--- src/rtl/mem_stage_pkg.sv ---
`default_nettype none
// ============================================================================
// Module      : mem_stage_pkg
// Description : Shared types and bit indices for the MIPS MEM pipeline stage.
// Revision    : 1.0 - initial release
// ============================================================================
package mem_stage_pkg;

  typedef enum logic [1:0] {
    IDLE = 2'd0,
    BUSY = 2'd1,
    DONE = 2'd2
  } state_t;

  localparam int MEM_BRANCH  = 2;
  localparam int MEM_READ    = 1;
  localparam int MEM_WRITE   = 0;

  localparam int WB_REGWRITE = 1;
  localparam int WB_MEMTOREG = 0;

endpackage
`default_nettype wire

--- src/rtl/mem_wb_reg.sv ---
`default_nettype none
// ============================================================================
// Module      : mem_wb_reg
// Description : MEM/WB pipeline register; bubble zeros the WB control field.
// Revision    : 1.0 - initial release
// ============================================================================
module mem_wb_reg (
  input  logic        clk,
  input  logic        rst_n,
  input  logic        bubble,
  input  logic [1:0]  wb_in,
  input  logic [31:0] read_data_in,
  input  logic [31:0] alu_out_in,
  input  logic [4:0]  write_reg_in,
  output logic [1:0]  wb_out,
  output logic [31:0] read_data_out,
  output logic [31:0] alu_out_out,
  output logic [4:0]  write_reg_out
);

  always_ff @(posedge clk) begin
    if (!rst_n) begin
      wb_out        <= 2'b00;
      read_data_out <= 32'd0;
      alu_out_out   <= 32'd0;
      write_reg_out <= 5'd0;
    end else begin
      wb_out        <= bubble ? 2'b00 : wb_in;
      read_data_out <= read_data_in;
      alu_out_out   <= alu_out_in;
      write_reg_out <= write_reg_in;
    end
  end

endmodule
`default_nettype wire

--- src/rtl/mem_access_stage.sv ---
`default_nettype none
// ============================================================================
// Module      : mem_access_stage
// Description : MIPS MEM stage; word load/store over req/ack with timeout.
//               Optional MEM_ALIGN_CHECK_EN rejects misaligned accesses.
// Revision    : 1.0 - initial release
// ============================================================================
module mem_access_stage #(
  parameter int ACK_TIMEOUT = 16
) (
  input  logic        clk,
  input  logic        rst_n,
  input  logic [2:0]  MEM_M,
  input  logic [1:0]  WB_M,
  input  logic [31:0] ALUOut_M,
  input  logic [31:0] WriteData_M,
  input  logic [4:0]  WriteReg_M,
  output logic        stall_M,
  output logic        dmem_req,
  output logic        dmem_we,
  output logic [31:0] dmem_addr,
  output logic [31:0] dmem_wdata,
  input  logic        dmem_ack,
  input  logic [31:0] dmem_rdata,
  output logic [1:0]  WB_W,
  output logic [31:0] ReadData_W,
  output logic [31:0] ALUOut_W,
  output logic [4:0]  WriteReg_W,
  output logic        bus_err_W
`ifdef MEM_ALIGN_CHECK_EN
  ,
  output logic        misalign_W
`endif
);

  import mem_stage_pkg::*;

  localparam logic [7:0] C_TIMEOUT_LAST = 8'(ACK_TIMEOUT - 1);

  state_t      r_state;
  state_t      w_next_state;
  logic [7:0]  r_count;
  logic        r_timed_out;
  logic [31:0] r_rdata;

  logic        w_mem_op;
  logic        w_is_store;
  logic        w_misaligned;
  logic        w_issue;
  logic        w_timeout;
  logic        w_bubble;
  logic [1:0]  w_wb;
  logic [31:0] w_read_data;
  logic        w_unused_branch;

  assign w_unused_branch = MEM_M[MEM_BRANCH];
  assign w_mem_op        = MEM_M[MEM_READ] | MEM_M[MEM_WRITE];
  assign w_is_store      = MEM_M[MEM_WRITE];
`ifdef MEM_ALIGN_CHECK_EN
  assign w_misaligned    = w_mem_op & (ALUOut_M[1:0] != 2'b00);
`else
  assign w_misaligned    = 1'b0;
`endif
  assign w_issue         = w_mem_op & ~w_misaligned;
  // An ack in the same cycle as the last allowed wait wins over the abort.
  assign w_timeout       = (r_state == BUSY) & ~dmem_ack & (r_count == C_TIMEOUT_LAST);

  always_ff @(posedge clk) begin
    if (!rst_n) r_state <= IDLE;
    else        r_state <= w_next_state;
  end

  always_comb begin
    w_next_state = r_state;
    case (r_state)
      IDLE:    if (w_issue) w_next_state = BUSY;
      BUSY:    if (dmem_ack || w_timeout) w_next_state = DONE;
      DONE:    w_next_state = IDLE;
      default: w_next_state = IDLE;
    endcase
  end

  always_comb begin
    stall_M     = 1'b0;
    w_bubble    = 1'b0;
    w_wb        = WB_M;
    w_read_data = 32'd0;
    if (rst_n) begin
      case (r_state)
        IDLE: begin
          stall_M  = w_issue;
          w_bubble = w_issue;
          if (w_misaligned) w_wb[WB_REGWRITE] = 1'b0;
        end
        BUSY: begin
          stall_M  = 1'b1;
          w_bubble = 1'b1;
        end
        DONE: begin
          w_read_data = r_rdata;
          if (r_timed_out) w_wb[WB_REGWRITE] = 1'b0;
        end
        default: ;
      endcase
    end
  end

  always_ff @(posedge clk) begin
    if (!rst_n) begin
      dmem_req    <= 1'b0;
      dmem_we     <= 1'b0;
      dmem_addr   <= 32'd0;
      dmem_wdata  <= 32'd0;
      r_count     <= 8'd0;
      r_rdata     <= 32'd0;
      r_timed_out <= 1'b0;
    end else begin
      case (r_state)
        IDLE: begin
          if (w_issue) begin
            dmem_req    <= 1'b1;
            dmem_we     <= w_is_store;
            dmem_addr   <= {ALUOut_M[31:2], 2'b00};
            dmem_wdata  <= WriteData_M;
            r_count     <= 8'd0;
            r_rdata     <= 32'd0;
            r_timed_out <= 1'b0;
          end
        end
        BUSY: begin
          if (dmem_ack) begin
            dmem_req <= 1'b0;
            r_rdata  <= dmem_we ? 32'd0 : dmem_rdata;
          end else if (w_timeout) begin
            dmem_req    <= 1'b0;
            r_timed_out <= 1'b1;
          end else begin
            r_count <= r_count + 8'd1;
          end
        end
        default: ;
      endcase
    end
  end

  always_ff @(posedge clk) begin
    if (!rst_n) bus_err_W <= 1'b0;
    else        bus_err_W <= w_timeout;
  end

`ifdef MEM_ALIGN_CHECK_EN
  always_ff @(posedge clk) begin
    if (!rst_n) misalign_W <= 1'b0;
    else        misalign_W <= (r_state == IDLE) & w_misaligned;
  end
`endif

  mem_wb_reg u_mem_wb_reg (
    .clk           (clk),
    .rst_n         (rst_n),
    .bubble        (w_bubble),
    .wb_in         (w_wb),
    .read_data_in  (w_read_data),
    .alu_out_in    (ALUOut_M),
    .write_reg_in  (WriteReg_M),
    .wb_out        (WB_W),
    .read_data_out (ReadData_W),
    .alu_out_out   (ALUOut_W),
    .write_reg_out (WriteReg_W)
  );

endmodule
`default_nettype wire
--- config.mk ---
export PLATFORM = sky130hd
export DESIGN_NAME = mem_access_stage
export DESIGN_NICKNAME = d
export VERILOG_FILES = /design/src/rtl/mem_stage_pkg.sv /design/src/rtl/mem_wb_reg.sv /design/src/rtl/mem_access_stage.sv
export SDC_FILE = /design/constraint.sdc
export NUM_CORES = 1
export LEC_CHECK = 0
export CORE_MARGIN = 2
export CORE_UTILIZATION = 35
export DETAILED_ROUTE_END_ITERATION = 12
export HOLD_SLACK_MARGIN = 0.1
export PLACE_DENSITY = 0.67
export SYNTH_ARGS = -nofsm -noshare
export SYNTH_HDL_FRONTEND = slang
export SYNTH_SLANG_ARGS = --single-unit
--- constraint.sdc ---
create_clock -name clk -period 1.7 [get_ports clk]
set_input_delay 0.255 -clock clk [delete_from_list [all_inputs] [get_ports clk]]
set_output_delay 0.255 -clock clk [all_outputs]
set_load 0.05 [all_outputs]
==> impl_metrics.env <==
export IMPL_status="completed"
export IMPL_synth_top_area_share_pct=58.0
export IMPL_hold_ws_ps=218
export IMPL_clk_pin_slew_worst_paths_ps=60
export IMPL_wl_per_cell_microns=15.4
export IMPL_period_minus_slack_ps=1620
export IMPL_netlist_area_sq_um=6180
export IMPL_detail_route_antenna_nets=0
export IMPL_syn_area_per_cell_sq_um=9.35
export IMPL_worstPathArrival_ps=1360
export IMPL_hold_class="in2reg"
export IMPL_synth_cell_types=35
export IMPL_power_density_nw_per_um2=1120
export IMPL_insertion_delay_ps=430
export IMPL_clockRootBuffer="clkbuf_16"
export IMPL_pre_cts_ws_ps=-174
export IMPL_ys_ff_latch=179
export IMPL_worstSetupPathType="reg2out"
export IMPL_syn_inst=661
export IMPL_setup_slack_ps=80.6
export IMPL_dr_pass1_iters=5
export IMPL_numCtsBuffers=17
export IMPL_io_buffers=244
export IMPL_p_total_uw=10500
export IMPL_dieArea_sq_um=18700
export IMPL_rows=48
export IMPL_final_hold_violation_count=0
export IMPL_grt_max_degree=59
export IMPL_design_core_area_sq_um=17300
export IMPL_fp_dieW_microns=137
export IMPL_io_pins=248
export IMPL_grt_pass1_vias=5236
export IMPL_routed_wl_microns=17500
export IMPL_final_period_utilization_pct=95.3
export IMPL_synth_ff_type="dfxtp_1"
export IMPL_yosysWarnings=0
export IMPL_cts_path_max_buffers=2
export IMPL_cap_violations=0
export IMPL_required_ps=1440
export IMPL_worstPathMaxFanout=8
export IMPL_ys_seq_area_share_pct=58.0
export IMPL_clock_sinks=179
export IMPL_cts_hold_repair_buffers=0
export IMPL_cp_start_kind="flop"
export IMPL_yosys_top_cells_area="dfxtp_1 (58%), and2_1 (7.0%), a21oi_1 (5.8%), mux2i_1 (5.5%), nand3_1 (5.4%)"
export IMPL_leakage_uw=0.00391
export IMPL_routabilityCongestion=0.798
export IMPL_yosys_cell_count_top_type="dfxtp_1"
export IMPL_finalClockSkew_ps=9.02
export IMPL_synth_commonest_cells="dfxtp_1 (179), a21oi_1 (71), and2_1 (69), nand2_1 (69), nand3_1 (67)"
export IMPL_final_cells=1135
export IMPL_synthArstFlopShare_pct=0
export IMPL_globalRoute_totalOverflow=0
export IMPL_n_antenna_cell=0
export IMPL_initial_core_util_pct=35.7
export IMPL_slew_violations=0
export IMPL_antenna_found_initial=0
export IMPL_fin_util_pct=54.0
export IMPL_final_nets=1007
export IMPL_grt_first_pass_wirelength_microns=27200
export IMPL_synth_top_area_cell="dfxtp_1"
export IMPL_setup_viol=0
export IMPL_synth_edff_count=0
export IMPL_first_iter_violations=240
export IMPL_fmax_mhz=618
export IMPL_dp_cells=1101
export IMPL_area_growth_syn_to_layout_pct=51.1
export IMPL_drive_above_1_share_pct=20.4
export IMPL_cts_tree="built"
export IMPL_htree_levels=4
export IMPL_track_usage_pct=18.8
export IMPL_max_vdd_ir_drop_uv=695
export IMPL_cp_end_kind="primary output"
export IMPL_hpwl_microns=11900
export IMPL_die_h_microns=137
export IMPL_vias_per_cell=4.76
export IMPL_vias=5405
export IMPL_rsz0062_at_grt="false"
export IMPL_drc=0
final cells by class:
| type | instances | area (sq um) |
|---|---|---|
| fill | 1614 | 7960 |
| sequential | 179 | 3580 |
| timing repair buffer | 275 | 2480 |
| multi-input combinational | 418 | 2390 |
| clock buffer | 18 | 429 |
| tap | 225 | 282 |
| clock inverter | 14 | 153 |
| inverter | 6 | 22.5 |
critical path, cell delays in order (launching register included):
cell and delay (ps):
dfxtp_2 320, buf_6 130, nor3_4 250, nor3_4 80, buf_12 150
worst paths after layout:
kind | endpoint | from | cells past startpoint | slack, ps
setup / recovery | stall_M | r_state[0]$_SDFFE_PN0P_ | 4 | 80
hold / removal | dmem_we$_SDFFE_PN0P_ | MEM_M[0] | 3 | 220
setup reg to reg | r_count[5]$_SDFFE_PN0P_ | r_state[1]$_SDFFE_PN0P_ | 3 | 170
hold reg to reg | u_mem_wb_reg.read_data_out[27]$_SDFF_PN0_ | r_rdata[27]$_SDFFE_PN0P_ | 1 | 450
report_power, final:
group          switching (uW)  internal, uW
Sequential               97.3          4420
Clock                    1710          2180
Combinational            1310           785
Total                    3120          7390
cells in the final DEF, fill, tap and decap left out, types with 5 or more instances in the layout:
cell type,synthesis,final
a21oi_1,71,71
clkbuf_16,0,17
buf_4,3,133
dfxtp_1,179,178
clkdlybuf4s50_1,0,105
nand2_1,69,69
o21ai_0,66,66
inv_1,5,5
buf_12,0,9
nand3_1,67,67
dlygate4sd2_1,0,25
and2_1,69,69
mux2i_1,34,34
cells by family after synthesis:
logic type	share of synthesized area [%]
AO/OA/AOI/OAI	12.7
buffers and inverters	4.33
AND/OR/NAND/NOR	19.2
flip-flops	58.0
multiplexers	5.51
adder cells (fa/ha/maj)	0.202
other	0.0607
layer usage:
metal	global-route usage [%]	vias up	wire [microns]
met1	22.6	2516	7470
met4	8.13	0	409
li1	-	2711	-
met2	30.9	153	8530
met5	0	-	0
met3	5.81	25	1110
state kept, by name, indices dropped and copies added (netlist names):
signal,count
r_count,8
u_mem_wb_reg.wb_out,2
dmem_addr,30
r_state,2
dmem_we,1
u_mem_wb_reg.alu_out_out,32
dmem_req,1
bus_err_W,1
r_timed_out,1
dmem_wdata,32
r_rdata,32
u_mem_wb_reg.read_data_out,32
u_mem_wb_reg.write_reg_out,5
per-stage QoR:
step	cell area, sq um	setup TNS [ps]
after detailed placement	8750	-4190
after floorplan	6190	0
after CTS	9310	-32.4
final	9340	0
after global routing	9340	0
after global placement	8750	-3240
repair_timing:
action	CTS	global route
buffers inserted	0	3
pin swaps	0	1
gates resized for setup	27	3
endpoints found under the setup margin	26	1
Note: power is estimated with default switching activity, not from simulation.
